### config.mk
export PLATFORM = sky130hd
export DESIGN_NAME = mac_chain
export DESIGN_NICKNAME = d
export VERILOG_FILES = /design/src/rtl/mac_chain_pkg.sv /design/src/rtl/mac_chain_pe.sv /design/src/rtl/mac_chain.sv
export SDC_FILE = /design/constraint.sdc
export NUM_CORES = 2
export LEC_CHECK = 0
export ABC_AREA = 1
export CAP_MARGIN = 25
export CELL_PAD_IN_SITES_DETAIL_PLACEMENT = 1
export CELL_PAD_IN_SITES_GLOBAL_PLACEMENT = 1
export CORE_ASPECT_RATIO = 0.7
export CORE_MARGIN = 2
export CORE_UTILIZATION = 48
export CTS_CLUSTER_SIZE = 30
export DETAILED_ROUTE_END_ITERATION = 7
export PLACE_DENSITY_LB_ADDON = 0.1
export SETUP_SLACK_MARGIN = 0.3
export SYNTH_ARGS = -nofsm -noshare
export SYNTH_HDL_FRONTEND = slang
export SYNTH_SLANG_ARGS = --single-unit
export TNS_END_PERCENT = 10
### constraint.sdc
create_clock -name clk -period 22.1 [get_ports clk]
set_input_delay 4.42 -clock clk [delete_from_list [all_inputs] [get_ports clk]]
set_output_delay 4.42 -clock clk [all_outputs]
set_load 0.02 [all_outputs]
### src/rtl/mac_chain_pkg.sv
// mac_chain_pkg: shared types and sign-magnitude arithmetic for the mac_chain column.
// Optional build macro: MAC_CHAIN_SATURATE_EN (clamp overflowing sums instead of wrapping).
// The arithmetic helpers work on a wide fixed container and take the real
// operand widths as arguments, so one set of functions serves every PE width.
package mac_chain_pkg;

   localparam int SM_MAX_W = 128;

   typedef enum logic {
      LOAD  = 1'b0,
      READY = 1'b1
   } load_state_t;

   typedef logic [SM_MAX_W-1:0] sm_word_t;

   typedef struct packed {
      logic     sign;
      sm_word_t mag;
   } sm_t;

   // Low 'bits' bits set.
   function automatic sm_word_t sm_mask(input int bits);
      sm_word_t one;
      one = sm_word_t'(1);
      return (one << bits) - one;
   endfunction

   // Split a 'bits'-wide sign-magnitude word; -0 becomes +0.
   function automatic sm_t sm_unpack(input sm_word_t word, input int bits);
      sm_t r;
      r.mag  = word & sm_mask(bits - 1);
      r.sign = |(word & (sm_word_t'(1) << (bits - 1)));
      if (r.mag == '0) begin
         r.sign = 1'b0;
      end
      return r;
   endfunction

   // Rebuild a 'bits'-wide sign-magnitude word, sign in bit bits-1.
   function automatic sm_word_t sm_pack(input sm_t v, input int bits);
      sm_word_t w;
      w = v.mag & sm_mask(bits - 1);
      if (v.sign) begin
         w = w | (sm_word_t'(1) << (bits - 1));
      end
      return w;
   endfunction

   // Sign-magnitude product; a zero product is always +0.
   function automatic sm_t sm_mul(input sm_word_t a, input int a_bits,
                                  input sm_word_t w, input int w_bits);
      sm_t ua;
      sm_t uw;
      sm_t r;
      ua     = sm_unpack(a, a_bits);
      uw     = sm_unpack(w, w_bits);
      r.mag  = ua.mag * uw.mag;
      r.sign = ua.sign ^ uw.sign;
      if (r.mag == '0) begin
         r.sign = 1'b0;
      end
      return r;
   endfunction

`ifdef MAC_CHAIN_SATURATE_EN
   // Clamp a magnitude that no longer fits in mag_bits to the largest value.
   function automatic sm_word_t sm_saturate(input sm_word_t sum, input int mag_bits);
      if ((sum & ~sm_mask(mag_bits)) != '0) begin
         return sm_mask(mag_bits);
      end
      return sum;
   endfunction
`endif

   // Sign-magnitude add of two normalised operands with a mag_bits result.
   // Only like-signed adds can overflow; unlike signs subtract the smaller
   // magnitude from the larger and take the larger operand's sign.
   function automatic sm_t sm_add(input sm_t x, input sm_t y, input int mag_bits);
      sm_t      r;
      sm_word_t sum;
      r = '0;
      if (x.sign == y.sign) begin
         sum    = x.mag + y.mag;
`ifdef MAC_CHAIN_SATURATE_EN
         r.mag  = sm_saturate(sum, mag_bits);
`else
         r.mag  = sum & sm_mask(mag_bits);
`endif
         r.sign = x.sign;
      end else if (x.mag >= y.mag) begin
         r.mag  = x.mag - y.mag;
         r.sign = x.sign;
      end else begin
         r.mag  = y.mag - x.mag;
         r.sign = y.sign;
      end
      if (r.mag == '0) begin
         r.sign = 1'b0;
      end
      return r;
   endfunction

endpackage

### src/rtl/mac_chain_pe.sv
// mac_pe: one weight-stationary sign-magnitude MAC processing element.
// Holds its weight, forwards its activation row and accumulates onto the
// incoming partial sum when its row is valid and the column is loaded.
module mac_pe
   import mac_chain_pkg::*;
#(
   parameter int A_BITWIDTH = 16,
   parameter int W_BITWIDTH = 8,
   parameter int P_BITWIDTH = 40
) (
   input  logic                  clk,
   input  logic                  rst,
   input  logic                  w_load,
   input  logic                  w_clear,
   input  logic [W_BITWIDTH-1:0] w_in,
   input  logic                  ready,
   input  logic                  a_en,
   input  logic [A_BITWIDTH-1:0] a_in,
   input  logic [P_BITWIDTH-1:0] chain_in,
   output logic [P_BITWIDTH-1:0] psum,
   output logic                  a_en_out,
   output logic [A_BITWIDTH-1:0] a_out
);

   logic [W_BITWIDTH-1:0] w_reg;
   logic [P_BITWIDTH-1:0] psum_next;

   // Combined multiply-accumulate of this row's activation onto the chain.
   assign psum_next = P_BITWIDTH'(sm_pack(
                         sm_add(sm_unpack(SM_MAX_W'(chain_in), P_BITWIDTH),
                                sm_mul(SM_MAX_W'(a_in), A_BITWIDTH,
                                       SM_MAX_W'(w_reg), W_BITWIDTH),
                                P_BITWIDTH - 1),
                         P_BITWIDTH));

   // Stationary weight: cleared on request, otherwise written once per load.
   always_ff @(posedge clk or posedge rst) begin
      if (rst) begin
         w_reg <= '0;
      end else if (w_clear) begin
         w_reg <= '0;
      end else if (w_load) begin
         w_reg <= w_in;
      end
   end

   // Activation row forwarded unconditionally to the next column.
   always_ff @(posedge clk or posedge rst) begin
      if (rst) begin
         a_en_out <= 1'b0;
         a_out    <= '0;
      end else begin
         a_en_out <= a_en;
         a_out    <= a_in;
      end
   end

   // Partial sum only advances for a valid row once all weights are present.
   always_ff @(posedge clk or posedge rst) begin
      if (rst) begin
         psum <= '0;
      end else if (a_en && ready) begin
         psum <= psum_next;
      end
   end

endmodule

### src/rtl/mac_chain.sv
// mac_chain: weight-stationary systolic column of NUM_PE sign-magnitude MACs.
// Optional build macro: MAC_CHAIN_SATURATE_EN (clamp overflowing sums instead of wrapping).
// Weights arrive on a daisy-chained port: the first NUM_PE words are kept
// here, later words are passed on to the next column.
module mac_chain
   import mac_chain_pkg::*;
#(
   parameter int NUM_PE     = 3,
   parameter int A_BITWIDTH = 16,
   parameter int W_BITWIDTH = 8,
   parameter int P_BITWIDTH = 40
) (
   input  logic                         clk,
   input  logic                         rst,
   input  logic                         W_en,
   input  logic [W_BITWIDTH-1:0]        W_in,
   input  logic                         W_clear,
   output logic                         W_loaded,
   output logic                         W_en_out,
   output logic [W_BITWIDTH-1:0]        W_out,
   input  logic [NUM_PE-1:0]            A_en,
   input  logic [NUM_PE*A_BITWIDTH-1:0] A_in,
   output logic [NUM_PE-1:0]            A_en_out,
   output logic [NUM_PE*A_BITWIDTH-1:0] A_out,
   input  logic [P_BITWIDTH-1:0]        P_in,
   output logic                         P_valid_out,
   output logic [P_BITWIDTH-1:0]        P_out
);

   localparam int CNT_W = $clog2(NUM_PE + 1);

   if (NUM_PE < 1) begin : g_bad_num_pe
      $error("mac_chain: NUM_PE must be at least 1");
   end
   if (P_BITWIDTH - 1 < A_BITWIDTH + W_BITWIDTH - 2) begin : g_bad_p_width
      $error("mac_chain: P_BITWIDTH too narrow for the product magnitude");
   end
   if (P_BITWIDTH > SM_MAX_W) begin : g_bad_max_width
      $error("mac_chain: P_BITWIDTH exceeds the arithmetic container width");
   end

   load_state_t           state_q;
   load_state_t           state_d;
   logic [CNT_W-1:0]      count_q;
   logic [CNT_W-1:0]      count_d;
   logic                  ready;
   logic                  load_accept;
   logic                  fwd_accept;
   logic [NUM_PE-1:0]     w_load;
   logic [P_BITWIDTH-1:0] chain [NUM_PE+1];

   assign ready       = (state_q == READY);
   assign load_accept = (state_q == LOAD) && W_en && !W_clear;
   assign fwd_accept  = ready && W_en && !W_clear;
   assign W_loaded    = ready;
   assign chain[0]    = P_in;
   assign P_out       = chain[NUM_PE];

   // Load FSM state and slot counter.
   always_ff @(posedge clk or posedge rst) begin
      if (rst) begin
         state_q <= LOAD;
         count_q <= '0;
      end else begin
         state_q <= state_d;
         count_q <= count_d;
      end
   end

   // Next state: clear wins over any weight word, the last slot flips to READY.
   always_comb begin
      state_d = state_q;
      count_d = count_q;
      if (W_clear) begin
         state_d = LOAD;
         count_d = '0;
      end else if (load_accept) begin
         count_d = count_q + CNT_W'(1);
         if (count_q == CNT_W'(NUM_PE - 1)) begin
            state_d = READY;
         end
      end
   end

   // Weight words that arrive once this column is full go to the next column.
   always_ff @(posedge clk or posedge rst) begin
      if (rst) begin
         W_en_out <= 1'b0;
         W_out    <= '0;
      end else begin
         W_en_out <= fwd_accept;
         if (fwd_accept) begin
            W_out <= W_in;
         end
      end
   end

   // A finished sum leaves the last PE one edge after its row is consumed.
   always_ff @(posedge clk or posedge rst) begin
      if (rst) begin
         P_valid_out <= 1'b0;
      end else begin
         P_valid_out <= A_en[NUM_PE-1] && ready;
      end
   end

   for (genvar k = 0; k < NUM_PE; k++) begin : g_pe
      assign w_load[k] = load_accept && (count_q == CNT_W'(k));

      mac_pe #(
         .A_BITWIDTH (A_BITWIDTH),
         .W_BITWIDTH (W_BITWIDTH),
         .P_BITWIDTH (P_BITWIDTH)
      ) u_pe (
         .clk      (clk),
         .rst      (rst),
         .w_load   (w_load[k]),
         .w_clear  (W_clear),
         .w_in     (W_in),
         .ready    (ready),
         .a_en     (A_en[k]),
         .a_in     (A_in[k*A_BITWIDTH +: A_BITWIDTH]),
         .chain_in (chain[k]),
         .psum     (chain[k+1]),
         .a_en_out (A_en_out[k]),
         .a_out    (A_out[k*A_BITWIDTH +: A_BITWIDTH])
      );
   end

endmodule

**Yosys cells after proc, flatten, opt, wreduce, memory -nomap -nowiden**

Cells that the tools add are included.

- Flip-flop bits (word level): 208
- Input port bits: 103
- Output and inout port bits: 102
- Logic and storage cells: 110

- Add/subtract/negate cells: 10
- $mul: 3
- Order comparisons: 3
- Equal/unequal tests: 5
- Mux-type cells: 35
- Bitwise gates (word level): 4
- Reduce and logical (&&, ||, !) cells: 33

Operator list:

| kind | number |
|---|---|
| $logic_not A128 Y1 | 15 |
| $mux W129 | 6 |
| $ge A39 B128 Y1 | 3 |
| $sub A128 B39 Y128 | 3 |
| $sub A39 B128 Y128 | 3 |
| $mux W40 | 3 |
| $add A39 B39 Y39 | 3 |
| $mul A15 B7 Y22 | 3 |
| $mux W8 | 6 |
| $mux W1 | 18 |
| $logic_and A1 B1 Y1 | 10 |
| $reduce_bool A2 Y1 | 5 |
| $mux W2 | 2 |
| $eq A1 B1 Y1 | 3 |
| $xor A1 B1 Y1 | 3 |
| $add A2 B1 Y2 const B | 1 |
| $eq A2 B1 Y1 const B | 1 |
| $eq A2 B2 Y1 const B | 1 |
| $logic_not A2 Y1 | 1 |
| $reduce_and A2 Y1 | 1 |
| $logic_not A1 Y1 | 1 |
| $not A1 Y1 | 1 |

**Depth between registers and ports, before layout**

- Word-level depth: 9
- Depth in mapped cells: 52
- Gate-level depth less buffers: 49

**Hierarchy**

Synthesis repeated with hierarchy kept, for this count alone.

- Cell total of the unflattened synthesis: 6262
- Area total of the unflattened synthesis: 38340.5 um^2

By module, submodules not included:

| module | times used | cells an instance | area each (um^2) | sequential area each (um^2) |
|---|---|---|---|---|
| mac_pe at g_pe[2].u_pe | 1 | 2082 | 12645.9 | 1626.6 |
| mac_pe at g_pe[1].u_pe | 1 | 2056 | 12640.9 | 1626.6 |
| mac_pe at g_pe[0].u_pe | 1 | 2054 | 12438.2 | 1626.6 |
| mac_chain | 1 | 70 | 615.6 | 325.3 |

**Least setup slack after synthesis**

OpenSTA, ideal clock, no wires.

- Path type: input to register
- Start point: in A_in[16]
- End point: reg g_pe[1].u_pe.psum[39]
- Library setup time: 116 ps
- Arrival time: 10247 ps
- Required time: 21984 ps
- Path slack: 11737 ps
- Cell stages on the path: 43
- Cell sequence: clkbuf_1 -> nand2_1 -> fa_1 -> fa_1 -> inv_1 -> fa_1 -> inv_1 -> fa_1 -> inv_1 -> ha_1 -> nand2_1 -> nand2_1 -> a21oi_1 -> nand2_2 -> nand2_1 -> nand2_1 -> nand2_1 -> nand3b_1 -> [... 7 more ...] -> inv_1 -> nand3_1 -> nand2_1 -> nor2_2 -> nand2_4 -> inv_2 -> buf_6 -> nand2_1 -> nand2_1 -> nand3b_1 -> nand2_1 -> nand2_1 -> nor2_1 -> nand2_1 -> nor2_1 -> nand3_1 -> nand2_1 -> nand2_1

- Word-level cells in the longest chain between the ends: 9
- Elaborated cells between the ends (all ways): 16
- Classes of those cells: add/sub (3); mul (1); order compare (1); eq/ne (1); mux (6); bitwise (1); reduce/logical (3)

Ends and longest elaborated chain:

| element | RTL line | RTL |
|---|---|---|
| from (decl) | mac_chain.sv:22 | `input logic [NUM_PE*A_BITWIDTH-1:0] A_in,` |
| parallel branches: the longest is 5 deep, another holds $sub A128 B39 Y128 | - |  |
| $mux W129 (*) | mac_chain_pkg.sv:82 | `if (x.sign == y.sign) begin` |
| $logic_not A128 Y1 | mac_chain_pkg.sv:97 | `if (r.mag == '0) begin` |
| $mux W1 (*) | mac_chain_pkg.sv:97 |  |
| $mux W40 (*) | mac_chain_pkg.sv:43 | `if (v.sign) begin` |
| to (signal assigned) | mac_chain_pe.sv:63 | `psum <= psum_next;` |
| to (decl) | mac_chain_pe.sv:20 | `output logic [P_BITWIDTH-1:0] psum,` |

Every way passes the cells marked *.
A chain may end at the register's enable or synchronous reset.

**Final worst setup path**

- Start point: in A_in[9]
- End point: reg g_pe[0].u_pe.psum[39]

- Word-level cells in the longest chain between the ends: 9
- Elaborated cells between the ends (all ways): 16
- Classes of those cells: add/sub (3); mul (1); order compare (1); eq/ne (1); mux (6); bitwise (1); reduce/logical (3)

Ends and longest elaborated chain:

| element | RTL line |
|---|---|
| parallel branches: the longest is 5 deep, another holds $sub A128 B39 Y128 | - |
| $mux W129 (*) | mac_chain_pkg.sv:82 |
| $logic_not A128 Y1 | mac_chain_pkg.sv:97 |
| $mux W1 (*) | mac_chain_pkg.sv:97 |
| $mux W40 (*) | mac_chain_pkg.sv:43 |
| to (signal assigned) | mac_chain_pe.sv:63 |
| to (decl) | mac_chain_pe.sv:20 |

Marks and branches as above.

==> qor_table.md <==
| Result | Reported | Unit |
|---|---|---|
| Fin worst setup slack | 8.676 | ns |
| Synth area leaders | nand2_1, dfrtp_1, inv_1 | - |
| Total die area | 81,560 | µm² |
| Aggregate global routing overflow | 0 | - |
| Start-to-end type of the worst setup path | in2reg | - |
| Slew HR | 29.14 | % |
| Predominant post-synthesis flop cell | dfrtp_1 | - |
| Static leakage | 23.25 | nW |
| Total power of the final layout | 7.304 | mW |
| CP most frequent cell | nand2_1 | - |
| Period utilisation layout | 60.74 | % |
| Number of core rows | 86 | - |
| Final std cell area, no fill | 41,030 | µm² |
| CTS tree | built | - |
| Synth cell count leaders | nand2_1, inv_1, nor2_1, ha_1, o21ai_0 | - |
| Dpl hpwl | 131,700 | µm |
| Worst EP arrival | 13.92 | ns |
| Worst-case hold slack | 0.4989 | ns |
| Total detailed-routing wirelength | 167,100 | µm |
| Final GP Congestion | 1.024 | - |
| Master of the slowest instance on the critical path | nand2_2 | - |
| RSZ-0062 raised after global routing | false | - |
| Resized cells post-CTS | 0 | - |
| Number of enable-type register cells in the synthesized netlist | 0 | - |
| Antenna violation net count after detailed routing | 0 | - |
| Synthesized area per cell | 6.091 | µm² |
| Most frequent cell after synthesis | nand2_1 | - |
| Top cell type's share of synthesized area | 18.10 | % |
| Clock tree root buffer cell | clkbuf_16 | - |
| Flip-flop count of the largest register, all copies and words added | 120 | - |
| Number of DRC markers after the initial detailed-route iteration | 4,373 | - |
| Post-synthesis instance area | 38,040 | µm² |
| Share of the yosys chip area belonging to registers | 13.68 | % |
| Die H | 239.5 | µm |
| Count of buffers from port buffering | 204 | - |
| Synthesis Warnings | 0 | - |
| Post-route clock skew | 0.02711 | ns |
| Final hold violations | 0 | - |
| Post-DR vias/cell | 5.724 | - |
| Post-Route Setup TNS | 0 | ns |
| Post-place instance area | 40,090 | µm² |
| Floorplan die width | 340.5 | µm |
| Area of the core | 78,550 | µm² |
| Largest incremental delay on the critical path | 0.83 | ns |
| Fraction of final layout cells sized beyond drive strength 1 | 2.500 | % |
| Seq cells post-synth | 208 | - |
| Startpoint of the lowest-slack register-to-register path | g_pe[0].u_pe.w_reg[6]$_DFFE_PP0P_ | - |
| Post-placement setup slack | 8.627 | ns |
| Total setup buffers inserted after CTS | 0 | - |
| Net count after synthesis | 6,877 | - |
| Max-cap viol count | 0 | - |
| Later-pin clock latency in the skew report | 0.63 | ns |
| Reg-to-Reg End | g_pe[0].u_pe.psum[39]$_DFFE_PP0P_ | - |
| Share of async-settable or async-resettable flops after synthesis | 100.0 | % |
| FMAX | 74.49 | MHz |
| Power density of the placed cells | 178.0 | nW/µm² |
| Antenna violations before repair | 2 | - |
| Via count | 41,780 | - |
| I/O pin count | 205 | - |
| Startpoint class of the critical path | input pin | - |
| Slew Viols, Final | 0 | - |
| Run status | completed | - |
| Min-delay worst type | reg2reg | - |
| Gate count of the mapped netlist | 6,246 | - |
| Time the final worst path needs with I/O delays and setup | 13.42 | ns |
| Endpoint of the most critical setup path | g_pe[0].u_pe.psum[39]$_DFFE_PP0P_ | - |
| Max Root-Sink Buffers | 3 | - |
| Count of hold-fix buffers inserted at cts | 0 | - |
| Transition time at the pin with the least slew margin | 1.059 | ns |
| Largest net degree at the start of global routing | 76 | - |
| # nets final | 6,851 | - |
| Worst EP required | 22.59 | ns |
| Number of optimization iterations in the first detailed-route pass | 5 | - |
| Register-to-register path setup slack | 12.45 | ns |
| Num Clock Sinks | 208 | - |
| CP max FO | 41 | - |
| Area growth, synth to finish | 7.850 | % |
| Initial cell density of the core | 48.43 | % |
| IR drop worst, VDD | 88.34 | µV |
| Post-detailed-route DRC marker count | 0 | - |
| Gr usage total | 39.32 | % |
| Number of buffers inserted during clock tree synthesis | 27 | - |
| Post-synthesis cell type count | 55 | - |
| Average wire per cell in the routed design | 22.90 | µm |
| Critical Path Sink Type | register | - |
| Cell type with the highest aggregate area in the netlist | nand2_1 | - |
| Startpoint of the most critical setup path | A_in[9] | - |
| Worst reg-to-reg path cell count | 38 | - |
| Wire length of the first global-routing pass | 249,100 | µm |
| Number of failing setup endpoints in the final timing report | 0 | - |
| Vias in the first global route | 41,500 | - |
| Depth of the CTS H-tree | 1 | - |
| Clock edge transition at the registers on the reported setup and hold paths | 0.06 | ns |
[final cells by class]
type | instances | area (µm²)
antenna | 4 | 10.01
clock buffer | 35 | 745.7
clock inverter | 13 | 138.9
fill | 10950 | 37520
inverter | 1232 | 4632
multi-input combinational | 4533 | 26800
sequential | 208 | 5205
tap | 1056 | 1321
timing repair buffer | 218 | 2180
[where the power goes]
group,internal (mW),switching [mW]
Sequential,0.501,0.184
Combinational,1.81,4.33
Clock,0.262,0.221
[metal layers]
| layer | part of all wire [%] | GRT usage (%) |
|---|---|---|
| met5 | 0 | 0 |
| met4 | 2.7 | 7.663 |
| met3 | 10 | 8.270 |
| met2 | 40 | 56.12 |
| met1 | 47 | 60.27 |
[stage by stage]
| stage | utilization, % | std cells |
|---|---|---|
| floorplan | - | 6246 |
| global placement | 51.04 | 7245 |
| detailed placement | 51.04 | 7245 |
| CTS | 52.16 | 7293 |
| global route | 52.22 | 7295 |
| finish | 52.23 | 7299 |
[worst min-delay path by stage]
stage	depth (start not counted)	start	endpoint
after floorplan	2	g_pe[0].u_pe.psum[39]$_DFFE_PP0P_	g_pe[0].u_pe.psum[39]$_DFFE_PP0P_
after CTS	2	g_pe[2].u_pe.psum[2]$_DFFE_PP0P_	g_pe[2].u_pe.psum[2]$_DFFE_PP0P_
after detailed placement	2	g_pe[0].u_pe.psum[39]$_DFFE_PP0P_	g_pe[0].u_pe.psum[39]$_DFFE_PP0P_
after global routing	2	g_pe[2].u_pe.psum[2]$_DFFE_PP0P_	g_pe[2].u_pe.psum[2]$_DFFE_PP0P_
after global placement	2	W_out[1]$_DFFE_PP0P_	W_out[1]$_DFFE_PP0P_
final	2	g_pe[2].u_pe.psum[2]$_DFFE_PP0P_	g_pe[2].u_pe.psum[2]$_DFFE_PP0P_
[placed cells by master (no fill, tap or decap), types with 24 or more instances in the layout]
master / instances
nand3_1: 254
clkdlybuf4s50_1: 204
nand2_2: 24
nor2_1: 613
xnor2_1: 24
o21ai_0: 321
nand4_1: 63
ha_1: 327
inv_1: 1210
a21oi_1: 300
fa_1: 201
dfrtp_1: 208
nand2_1: 1835
clkbuf_16: 27
nor3_1: 77
nor4_1: 30
a31oi_1: 46
o21bai_1: 38
xor2_1: 223
[cell families after synthesis]
| group | count (synthesis) | synth area share (%) |
|---|---|---|
| XOR/XNOR | 248 | 5.729 |
| AND/OR/NAND/NOR | 2954 | 31.67 |
| AO/OA/AOI/OAI | 790 | 11.32 |
| buffers and inverters | 1505 | 15.88 |
| adder cells (fa/ha/maj) | 528 | 21.33 |
| multiplexers | 13 | 0.3815 |
| flip-flops | 208 | 13.68 |
[critical path: cells and delay by family]
family,cells,cell delay [ns]
fa+ha+maj,6,3.13
simple gates,24,4.39
buf+inv,11,1.93
(Power assumes the default switching activity.)
